## src/rtl/mem_port_arbiter.sv

```systemverilog
// ---------------------------------------------------------------------------
// mem_port_arbiter
//
// Shares one backing memory port between the instruction-fetch requester
// (imem) and the load/store requester (dmem).
//
// Arbitration:
//   - dmem has priority over imem.
//   - imem is forced through once dmem has been accepted STARVE_LIMIT times
//     in a row while imem was waiting.
//   - A presented but not-yet-accepted grant is locked until it is accepted.
// Every accepted request pushes a one-bit source tag into a small FIFO.
// Each response from memory pops the FIFO head, and that tag steers the
// response valid back to the requester that issued the request.
//
// Ports:
//   clk       in   sole clock, rising edge
//   reset     in   asynchronous, active-high
//   imem_in   in   fetch request bundle (req + req_valid)
//   imem_out  out  fetch response bundle (res.data, req_ready, res_valid)
//   dmem_in   in   LSU request bundle
//   dmem_out  out  LSU response bundle
//   mem_in    out  request to the backing memory
//   mem_out   in   ready and response from the backing memory
//   busy      out  registered: tag FIFO non-empty
//   spurious  out  registered, sticky: a response arrived with no request
//                  outstanding
// ---------------------------------------------------------------------------

package mem_port_arbiter_pkg;

  localparam int XLEN  = 32;
  localparam int FCN_W = 2;
  localparam int TYP_W = 3;

  // Memory function codes
  localparam logic [FCN_W-1:0] M_XRD       = 2'd0;
  localparam logic [FCN_W-1:0] M_XWR       = 2'd1;
  localparam logic [FCN_W-1:0] M_FLUSH_ALL = 2'd2;

  // Access types
  localparam logic [TYP_W-1:0] MT_X  = 3'd0;
  localparam logic [TYP_W-1:0] MT_B  = 3'd1;
  localparam logic [TYP_W-1:0] MT_H  = 3'd2;
  localparam logic [TYP_W-1:0] MT_W  = 3'd3;
  localparam logic [TYP_W-1:0] MT_D  = 3'd4;
  localparam logic [TYP_W-1:0] MT_BU = 3'd5;
  localparam logic [TYP_W-1:0] MT_HU = 3'd6;
  localparam logic [TYP_W-1:0] MT_WU = 3'd7;

  typedef struct packed {
    logic [XLEN-1:0]  addr;
    logic [XLEN-1:0]  data;
    logic [FCN_W-1:0] fcn;
    logic [TYP_W-1:0] typ;
  } mem_req_t;                       // 69 bits

  typedef struct packed {
    mem_req_t req;
    logic     req_valid;
  } memory_in_t;                     // 70 bits

  typedef struct packed {
    logic [XLEN-1:0] data;
  } mem_res_t;                       // 32 bits

  typedef struct packed {
    mem_res_t res;
    logic     req_ready;
    logic     res_valid;
  } memory_out_t;                    // 34 bits

endpackage

module mem_port_arbiter
  import mem_port_arbiter_pkg::*;
#(
  parameter int OUTSTANDING  = 2,
  parameter int STARVE_LIMIT = 4
) (
  input  logic        clk,
  input  logic        reset,
  input  memory_in_t  imem_in,
  output memory_out_t imem_out,
  input  memory_in_t  dmem_in,
  output memory_out_t dmem_out,
  output memory_in_t  mem_in,
  input  memory_out_t mem_out,
  output logic        busy,
  output logic        spurious
);

  localparam int CNT_W    = $clog2(OUTSTANDING + 1);
  localparam int PTR_W    = (OUTSTANDING > 1) ? $clog2(OUTSTANDING) : 1;
  localparam int STARVE_W = $clog2(STARVE_LIMIT + 1);

  localparam logic [CNT_W-1:0]    FULL_COUNT = CNT_W'(OUTSTANDING);
  localparam logic [PTR_W-1:0]    LAST_PTR   = PTR_W'(OUTSTANDING - 1);
  localparam logic [STARVE_W-1:0] STARVE_MAX = STARVE_W'(STARVE_LIMIT);

  typedef enum logic {
    SRC_IMEM = 1'b0,
    SRC_DMEM = 1'b1
  } src_t;

  typedef enum logic {
    ARB_OPEN   = 1'b0,
    ARB_LOCKED = 1'b1
  } arb_state_t;

  // -------------------------------------------------------------------------
  // State
  // -------------------------------------------------------------------------
  arb_state_t          state_reg, state_next;
  src_t                lock_src_reg, lock_src_next;
  logic [STARVE_W-1:0] starve_reg, starve_next;
  logic [CNT_W-1:0]    count_reg, count_next;
  logic [PTR_W-1:0]    rd_ptr_reg, rd_ptr_next;
  logic [PTR_W-1:0]    wr_ptr_reg, wr_ptr_next;
  logic                busy_reg, busy_next;
  logic                spurious_reg, spurious_next;
  logic                tag_reg [0:OUTSTANDING-1];

  // -------------------------------------------------------------------------
  // Combinational nets
  // -------------------------------------------------------------------------
  logic       full;
  logic       empty;
  logic       imem_elig;
  logic       dmem_elig;
  logic       grant_valid;
  src_t       grant_src;
  memory_in_t sel_in;
  logic       req_valid_out;
  logic       accept;
  logic       push;
  logic       push_tag;
  logic       pop;
  logic       head_tag;

  // The count is compared against its pre-edge value only. A pop in the
  // same cycle never opens a slot for a push, which keeps ready off the
  // response path.
  assign full  = (count_reg == FULL_COUNT);
  assign empty = (count_reg == '0);

  assign imem_elig = imem_in.req_valid && !full;
  assign dmem_elig = dmem_in.req_valid && !full;

  function automatic logic [PTR_W-1:0] ptr_inc(input logic [PTR_W-1:0] p);
    return (p == LAST_PTR) ? '0 : p + 1'b1;
  endfunction

  // -------------------------------------------------------------------------
  // Arbiter FSM: state register
  // -------------------------------------------------------------------------
  always_ff @(posedge clk or posedge reset) begin
    if (reset) begin
      state_reg    <= ARB_OPEN;
      lock_src_reg <= SRC_IMEM;
    end else begin
      state_reg    <= state_next;
      lock_src_reg <= lock_src_next;
    end
  end

  // -------------------------------------------------------------------------
  // Arbiter FSM: grant selection, request mux, next state
  // -------------------------------------------------------------------------
  always_comb begin
    grant_valid   = 1'b0;
    grant_src     = SRC_IMEM;
    state_next    = state_reg;
    lock_src_next = lock_src_reg;

    if (state_reg == ARB_LOCKED) begin
      // A presented request stays on the port until the memory takes it.
      grant_valid = 1'b1;
      grant_src   = lock_src_reg;
    end else if (imem_elig && (starve_reg == STARVE_MAX)) begin
      grant_valid = 1'b1;
      grant_src   = SRC_IMEM;
    end else if (dmem_elig) begin
      grant_valid = 1'b1;
      grant_src   = SRC_DMEM;
    end else if (imem_elig) begin
      grant_valid = 1'b1;
      grant_src   = SRC_IMEM;
    end

    sel_in        = (grant_src == SRC_DMEM) ? dmem_in : imem_in;
    req_valid_out = grant_valid && sel_in.req_valid;
    accept        = req_valid_out && mem_out.req_ready && !full;

    // Lock while a presented request waits for ready. Release on accept,
    // or if the requester withdraws its valid.
    if (req_valid_out && !accept) begin
      state_next    = ARB_LOCKED;
      lock_src_next = grant_src;
    end else begin
      state_next    = ARB_OPEN;
    end
  end

  // -------------------------------------------------------------------------
  // Request path and ready steering
  // -------------------------------------------------------------------------
  always_comb begin
    mem_in.req       = sel_in.req;
    mem_in.req_valid = req_valid_out;
  end

  // -------------------------------------------------------------------------
  // Response path: route valid by the head tag, broadcast data to both
  // -------------------------------------------------------------------------
  assign pop      = mem_out.res_valid && !empty;
  assign head_tag = tag_reg[rd_ptr_reg];

  always_comb begin
    imem_out           = '0;
    dmem_out           = '0;
    imem_out.res.data  = mem_out.res.data;
    dmem_out.res.data  = mem_out.res.data;
    imem_out.req_ready = grant_valid && (grant_src == SRC_IMEM) &&
                         mem_out.req_ready && !full;
    dmem_out.req_ready = grant_valid && (grant_src == SRC_DMEM) &&
                         mem_out.req_ready && !full;
    imem_out.res_valid = pop && (head_tag == SRC_IMEM);
    dmem_out.res_valid = pop && (head_tag == SRC_DMEM);
  end

  // -------------------------------------------------------------------------
  // Starvation counter
  // -------------------------------------------------------------------------
  always_comb begin
    starve_next = starve_reg;
    if (!imem_in.req_valid || (accept && (grant_src == SRC_IMEM))) begin
      starve_next = '0;
    end else if (accept && (grant_src == SRC_DMEM) &&
                 (starve_reg != STARVE_MAX)) begin
      starve_next = starve_reg + 1'b1;
    end
  end

  // -------------------------------------------------------------------------
  // Tag FIFO control
  // -------------------------------------------------------------------------
  assign push     = accept;
  assign push_tag = (grant_src == SRC_DMEM);

  always_comb begin
    count_next  = count_reg;
    rd_ptr_next = rd_ptr_reg;
    wr_ptr_next = wr_ptr_reg;

    case ({push, pop})
      2'b10:   count_next = count_reg + 1'b1;
      2'b01:   count_next = count_reg - 1'b1;
      default: count_next = count_reg;
    endcase

    if (push) begin
      wr_ptr_next = ptr_inc(wr_ptr_reg);
    end
    if (pop) begin
      rd_ptr_next = ptr_inc(rd_ptr_reg);
    end

    busy_next     = (count_next != '0);
    // A response with nothing outstanding is dropped and flagged. The FIFO
    // is left alone.
    spurious_next = spurious_reg || (mem_out.res_valid && empty);
  end

  always_ff @(posedge clk or posedge reset) begin
    if (reset) begin
      starve_reg   <= '0;
      count_reg    <= '0;
      rd_ptr_reg   <= '0;
      wr_ptr_reg   <= '0;
      busy_reg     <= 1'b0;
      spurious_reg <= 1'b0;
    end else begin
      starve_reg   <= starve_next;
      count_reg    <= count_next;
      rd_ptr_reg   <= rd_ptr_next;
      wr_ptr_reg   <= wr_ptr_next;
      busy_reg     <= busy_next;
      spurious_reg <= spurious_next;
    end
  end

  // One flop per tag slot. The head is read combinationally so a response
  // can be routed in the cycle it arrives.
  for (genvar gi = 0; gi < OUTSTANDING; gi++) begin : g_tag
    always_ff @(posedge clk or posedge reset) begin
      if (reset) begin
        tag_reg[gi] <= 1'b0;
      end else if (push && (wr_ptr_reg == PTR_W'(gi))) begin
        tag_reg[gi] <= push_tag;
      end
    end
  end

  assign busy     = busy_reg;
  assign spurious = spurious_reg;

endmodule

```

## config.mk

```make
export PLATFORM = sky130hd
export DESIGN_NAME = mem_port_arbiter
export DESIGN_NICKNAME = d
export VERILOG_FILES = /design/src/rtl/mem_port_arbiter.sv
export SDC_FILE = /design/constraint.sdc
export NUM_CORES = 1
export LEC_CHECK = 0
export ABC_CLOCK_PERIOD_IN_PS = 2029
export BUFFER_PORTS_ARGS = -buffer_cell sky130_fd_sc_hd__buf_2
export CORE_AREA = 4 4 120 122
export DETAILED_ROUTE_END_ITERATION = 10
export DIE_AREA = 0 0 124 126
export GPL_TIMING_DRIVEN = 0
export PLACE_DENSITY_LB_ADDON = 0.3
export SLEW_MARGIN = 40
export SYNTH_ARGS = -nofsm -noshare
export SYNTH_HDL_FRONTEND = slang
export SYNTH_SLANG_ARGS = --single-unit
```

## constraint.sdc

```tcl
create_clock -name clk -period 2.03 [get_ports clk]
set_input_delay 0.3045 -clock clk [delete_from_list [all_inputs] [get_ports clk]]
set_output_delay 0.3045 -clock clk [all_outputs]
set_load 0.02 [all_outputs]
```

==> results.tsv, run 1 <==
metric	value	unit
r2r-start	count_reg[1]	
path_clk_slew	0.04	ns
synthXorXnorAreaFrac	2.10	%
synth_adder_area_share	1.80	%
routedWlPerCell	15.3	um
final_nets	708	
cts_root_buf	clkbuf_16	
synth_top_cell_by_area	mux2_1	
drtIter0Drc	49	
leakage	2.76	nW
viasPerCell	3.95	
worst_slack	-0.395	ns
yosysSeqAreaShare	15.6	%
synthSimpleGateAreaFrac	7.93	%
synth_compound_area_share	5.17	%
synth_top_area_share	38.4	%
crit_path_end_kind	primary output	
antenna_found_initial	0	
die_y	126	um
dpl_cell_area	3730	sq um
dieArea	15600	sq um
synth_area	2080	sq um
dpl.hpwl	7970	um
yosys.cell_types.count	31	
peakVddDrop	445	uV
hold_violations	0	
hold_slack	0.0934	ns
synth_area_leaders	mux2_1 38%, buf_4 24%, dfrtp_1 16%	
synth_fp_nets	394	
grt_pass1_vias	2876	
r2r_end	busy	
rsz0062_at_grt	yes	
h-tree-depth	1	
num_vias	2781	
yosysWarnings	0	
num_rows	42	
num_antenna_cells	0	
nFillCells	1280	
grt_overflow	0	
synth_mux_area_share	38.9	%
critPathRequiredTime	1.73	ns
setup_viol	70	
finalClockSkew	0.00272	ns
cp.arrival	2.12	ns
drc	0	
regToRegSetupSlack	0.09	ns
dp_cells	673	
grt_usage	11.0	%
globalplace.congestion	0.787	
worstPathMaxFanout	5	
insertion_delay	0.24	ns
multi_input_area	1490	sq um
hold_class	primary input to async pin	
final_cells	704	
mostFrequentLayoutCells	220 x buf_2, 81 x buf_4, 64 x buf_6	
status	finished with violations	
largest_reg_flops	3	
start_kind	register	
r2r_cells	9	
portBuffers	282	
finalCritPeriodShare	119	%
drtPass1Iterations	4	
clock_sinks	13	
power_density	1260	nW/um^2
ant_nets	0	
cts_tree	built	
syn_inst	215	
area_growth_syn_to_layout	137	%
seq_area	328	sq um
ios	316	
core-area	13200	sq um
postSynthAreaPerCell	9.69	sq um
finalInstanceArea	4940	sq um
maxCapViolCount	0	
grt_pass1_wl	14000	um
start_util	15.8	%
relSlewSlack	64.9	%
final_common_cell	buf_2	
cts_buffers	3	
violations	negative setup slack	
grt_max_degree	14	
drt-total-wl	10800	um
tns	-25.33	ns
final_max_slew_viol_count	0	
worstMarginPinSlew	0.525	ns
die_x	124	um
ys_ff_latch	13	
fmax	412	MHz
cts_buffer_depth	2	
synth_top_family_by_area	multiplexers	
final_util	37.5	%
layout_min_cycle_time	2.42	ns
drive_gt1_share	88.6	%
path_class	register to primary output	
cells in the mapped netlist, drive strengths merged:
cell / n
a2111oi: 1
a21o: 1
a21oi: 1
a31oi: 1
a32oi: 1
buf: 74
dfrtp: 13
ha: 3
inv: 5
mux2: 71
mux2i: 1
nand2: 6
nand2b: 2
nand3: 6
nor2: 6
nor2b: 2
nor3: 3
nor3b: 2
o211ai: 1
o21ai: 1
o221a: 1
o311ai: 2
o31ai: 2
or2: 2
or4: 2
xnor2: 4
xor2: 1
cells by family after synthesis:
logic type | count (synthesis)
adders and majority gates | 3
and+or+nand+nor | 31
AOI/OAI and AO/OA | 12
buffers and inverters | 79
DFF | 13
muxes | 72
xor gates and xnor gates | 5
worst max-delay path: stages, from the launching register on:
cell and delay, ns:
dfrtp_1 0.39, inv_2 0.08, ha_4 0.15, nand3_4 0.08, a32oi_4 0.27, buf_12 0.16, clkbuf_16 0.16, buf_8 0.13
mux2_4 0.32, buf_6 0.13
routing by layer:
layer  vias to the layer above  routed length (um)  global-route usage, %  part of all wire, %
met1                      1280                3610                   11.2                   33
met5                         -                   0                      0                    0
met2                       176                6020                   23.1                   56
met3                        10                1060                   1.57                  9.8
li1                       1315                   -                      -                    -
met4                         0                  91                   1.93                 0.84
power breakdown:
part	total (mW)	switching (mW)	leakage [nW]	internal (mW)
clock	0.368	0.104	0.0382	0.264
sequential	0.449	0.0883	0.156	0.360
combinational	5.42	2.31	2.57	3.11
total	6.24	2.51	2.76	3.73
cell type report:
cell class / instances / area share, %
flip-flops and latches: 13 / 6.63
plain buffers: 74 / 12.9
inverters: 5 / 0.380
multi-input cells: 123 / 30.2
clock buffers: 4 / 1.59
repair buffers: 309 / 43.9
well taps: 176 / 4.45
how the worst max path moves through the flow:
stage                  startpoint          to  depth (start not counted)
floorplan           starve_reg[0]  mem_in[10]                          7
global placement    starve_reg[0]  mem_in[66]                          8
detailed placement  starve_reg[0]  mem_in[66]                          8
CTS                 starve_reg[0]  mem_in[66]                          9
global route        starve_reg[0]   mem_in[3]                          9
finish              starve_reg[0]   mem_in[3]                          9
stage by stage:
stage	setup slack [ns]	power [mW]
3_3_place_gp	-0.359	3.70
3_5_place_dp	-0.324	3.72
5_1_grt	-0.466	6.58
2_1_floorplan	0.00889	2.78
4_1_cts	-0.405	5.47
6_report	-0.395	6.24
timing repair:
action / in CTS / in global routing
endpoints found under the setup margin: 71 / 73
pin swaps: 4 / 5
cloned: 4 / 5
hold buffers: 0 / 0
buffers inserted: 14 / 7
resized for setup: 143 / 89
Note: power is estimated with default switching activity, not from simulation.
==> run 2: changes to the inputs <==
--- a/config.mk
+++ b/config.mk
@@ -8,4 +8,5 @@
 export ABC_CLOCK_PERIOD_IN_PS = 2029
 export BUFFER_PORTS_ARGS = -buffer_cell sky130_fd_sc_hd__buf_2
+export CAP_MARGIN = 25
 export CORE_AREA = 4 4 120 122
 export DETAILED_ROUTE_END_ITERATION = 10
==> constraint.sdc (replaced) <==
create_clock -name clk -period 2.03 [get_ports clk]
set_input_delay 0 -clock clk [delete_from_list [all_inputs] [get_ports clk]]
set_output_delay 0 -clock clk [all_outputs]
set_load 0.02 [all_outputs]
==> run 2 against run 1 <==
Against the previous run:
- the run still ends with negative setup slack left
- setup slack better by 0.27 ns
- clock skew barely moved
- sequential power increased by 2%
- critical path depth down 1
- flip-flop and latch count did not move
- wire length decreased by 9.9%
- non-clock buffer count shrank 12
- largest power group unchanged
- highest routed layer unchanged
==> results.tsv, run 2 (synthesis gave the netlist of run 1 again) <==
metric	value	unit	change
insertion_delay	0.24	ns	about the same
cts_tree	built		unchanged
grt_pass1_vias	2718		was 2876
cp.arrival	2.16	ns	was 2.12 ns
tns	-5.92	ns	was -25.33 ns
drc	0		unchanged
grt_pass1_wl	13300	um	was 14000 um
critPathRequiredTime	2.03	ns	was 1.73 ns
path_clk_slew	0.04	ns	about the same
dieArea	15600	sq um	unchanged
multi_input_area	1350	sq um	was 1490 sq um
routedWlPerCell	14.0	um	was 15.3 um
path_class	register to primary output		unchanged
rsz0062_at_grt	yes		unchanged
worstPathMaxFanout	10		was 5
die_y	126	um	unchanged
final_max_slew_viol_count	0		unchanged
ios	316		unchanged
seq_area	325	sq um	was 328 sq um
regToRegSetupSlack	-0.05	ns	was 0.09 ns
r2r_end	busy		unchanged
nFillCells	1345		was 1280
relSlewSlack	67.5	%	was 64.9%
finalCritPeriodShare	106	%	was 119%
hold_violations	0		unchanged
cts_buffers	3		unchanged
h-tree-depth	1		unchanged
maxCapViolCount	0		unchanged
max_stage_delay	0.40	ns	was 0.39 ns
antenna_found_initial	0		unchanged
leakage	2.45	nW	was 2.76 nW
drive_gt1_share	80.6	%	was 88.6%
largest_reg_flops	3		unchanged
whs_path_depth	2		
finalPower	5.10	mW	was 6.24 mW
drtIter0Drc	33		was 49
portBuffers	282		unchanged
num_antenna_cells	0		unchanged
fmax	464	MHz	was 412 MHz
r2r-start	state_reg		was count_reg[1]
grt_usage	10.6	%	was 11.0%
setup_viol	70		unchanged
num_vias	2665		was 2781
worstMarginPinSlew	0.482	ns	was 0.525 ns
start_kind	register		unchanged
dpl.hpwl	8030	um	was 7970 um
drtPass1Iterations	4		unchanged
cp_cell_sequence	inv_2 -> ha_4 -> nand3_4 -> a32oi_4 -> buf_12 -> buf_12 -> mux2_1 -> buf_2		was inv_2 -> ha_4 -> nand3_4 -> a32oi_4 -> buf_12 -> clkbuf_16 -> buf_8 -> mux2_4 -> buf_6
crit_top_cell	buf_12		
core-area	13200	sq um	unchanged
area_growth_syn_to_layout	112	%	was 137%
hold_slack	0.0449	ns	was 0.0934 ns
cts_buffer_depth	2		unchanged
peakVddDrop	908	uV	was 445 uV
holdPathEnd	state_reg		
cts_root_buf	clkbuf_16		unchanged
cp_num_buf_inv	4		was 5
crit_path_end_kind	primary output		unchanged
critPathTopFamily	buffers and inverters		unchanged
worst_slack	-0.125	ns	was -0.395 ns
start_util	15.8	%	unchanged
ant_nets	0		unchanged
clock_sinks	13		unchanged
final_nets	696		was 708
critPathSlowestCell	dfrtp_1		unchanged
r2r_cells	8		was 9
grt_overflow	0		unchanged
hold_class	primary input to register		was primary input to async pin
power_density	1150	nW/um^2	was 1260 nW/um^2
globalplace.congestion	0.806		was 0.787
die_x	124	um	unchanged
finalClockSkew	0.00239	ns	was 0.00272 ns
final_common_cell	buf_2		unchanged
drt-total-wl	9720	um	was 10800 um
violations	negative setup slack		unchanged
min_from	mem_out[1]		
num_rows	42		unchanged
mostFrequentLayoutCells	248 x buf_2, 74 x buf_4, 38 x mux2_1, 38 x buf_6, 33 x mux2_4		was 220 x buf_2, 81 x buf_4, 64 x buf_6
grt_max_degree	14		unchanged
status	finished with violations		unchanged
final_util	33.5	%	was 37.5%
viasPerCell	3.85		was 3.95
layout_min_cycle_time	2.16	ns	was 2.42 ns
-- run 2: where the power goes --
| part | internal [mW] | total, mW | switching [mW] | leakage, nW |
|---|---|---|---|---|
| clock | 0.264 | 0.368 | 0.104 | 0.0382 |
| sequential | 0.356 | 0.460 | 0.103 | 0.158 |
| combinational | 2.25 | 4.27 | 2.02 | 2.26 |
| total | 2.87 | 5.10 | 2.23 | 2.45 |
-- run 2: worst max path at each step --
stage,from,to,slack (ns),cells past startpoint
floorplan,count_reg[0],busy,0.1,8
global placement,starve_reg[0],mem_in[13],-0.15,8
detailed placement,starve_reg[0],mem_in[38],-0.20,8
CTS,starve_reg[1],mem_in[68],-0.18,8
global route,starve_reg[1],mem_in[6],-0.23,8
finish,starve_reg[0],mem_in[49],-0.13,8
-- run 2: cell type report --
type | instances | area share (%)
repair buffers | 298 | 40.8
multi-input cells | 123 | 30.5
plain buffers | 73 | 14.1
flip-flops and latches | 13 | 7.36
well taps | 176 | 4.98
clock buffers | 4 | 1.78
inverters | 5 | 0.424
-- run 2: per-layer routing --
metal	global-route usage [%]	wire length, um	vias up	share of wire, %
met2	22.5	5460	161	56
met5	0	0	-	0
met3	1.75	1040	6	11
met4	1.61	68	0	0.70
li1	-	-	1292	-
met1	10.4	3140	1206	32
-- run 2: through the flow --
step | instance area, sq um | worst slack [ns] | instances
final | 4420 | -0.125 | 692
after global routing | 4420 | -0.233 | 692
after CTS | 4260 | -0.178 | 690
after detailed placement | 3710 | -0.197 | 673
after global placement | 3710 | -0.148 | 673
after floorplan | 2080 | 0.0955 | 215
-- run 2: timing repair --
item / 4_1_cts / 5_1_grt
hold endpoints to repair: 14 / 0
setup buffers: 10 / 2
hold buffers: 2 / 0
cloned: 3 / 0
pin swaps: 2 / 1
endpoints found under the setup margin: 71 / 72
gates resized for setup: 97 / 39
-- run 2: worst reg2reg max path: stages, from the launching register on --
cell	delay [ns]
dfrtp_1	0.48
nand2_1	0.17
o211ai_4	0.30
or2_1	0.22
ha_1	0.18
xnor2_1	0.12
nor2_1	0.06
xor2_1	0.15
or2_2	0.28
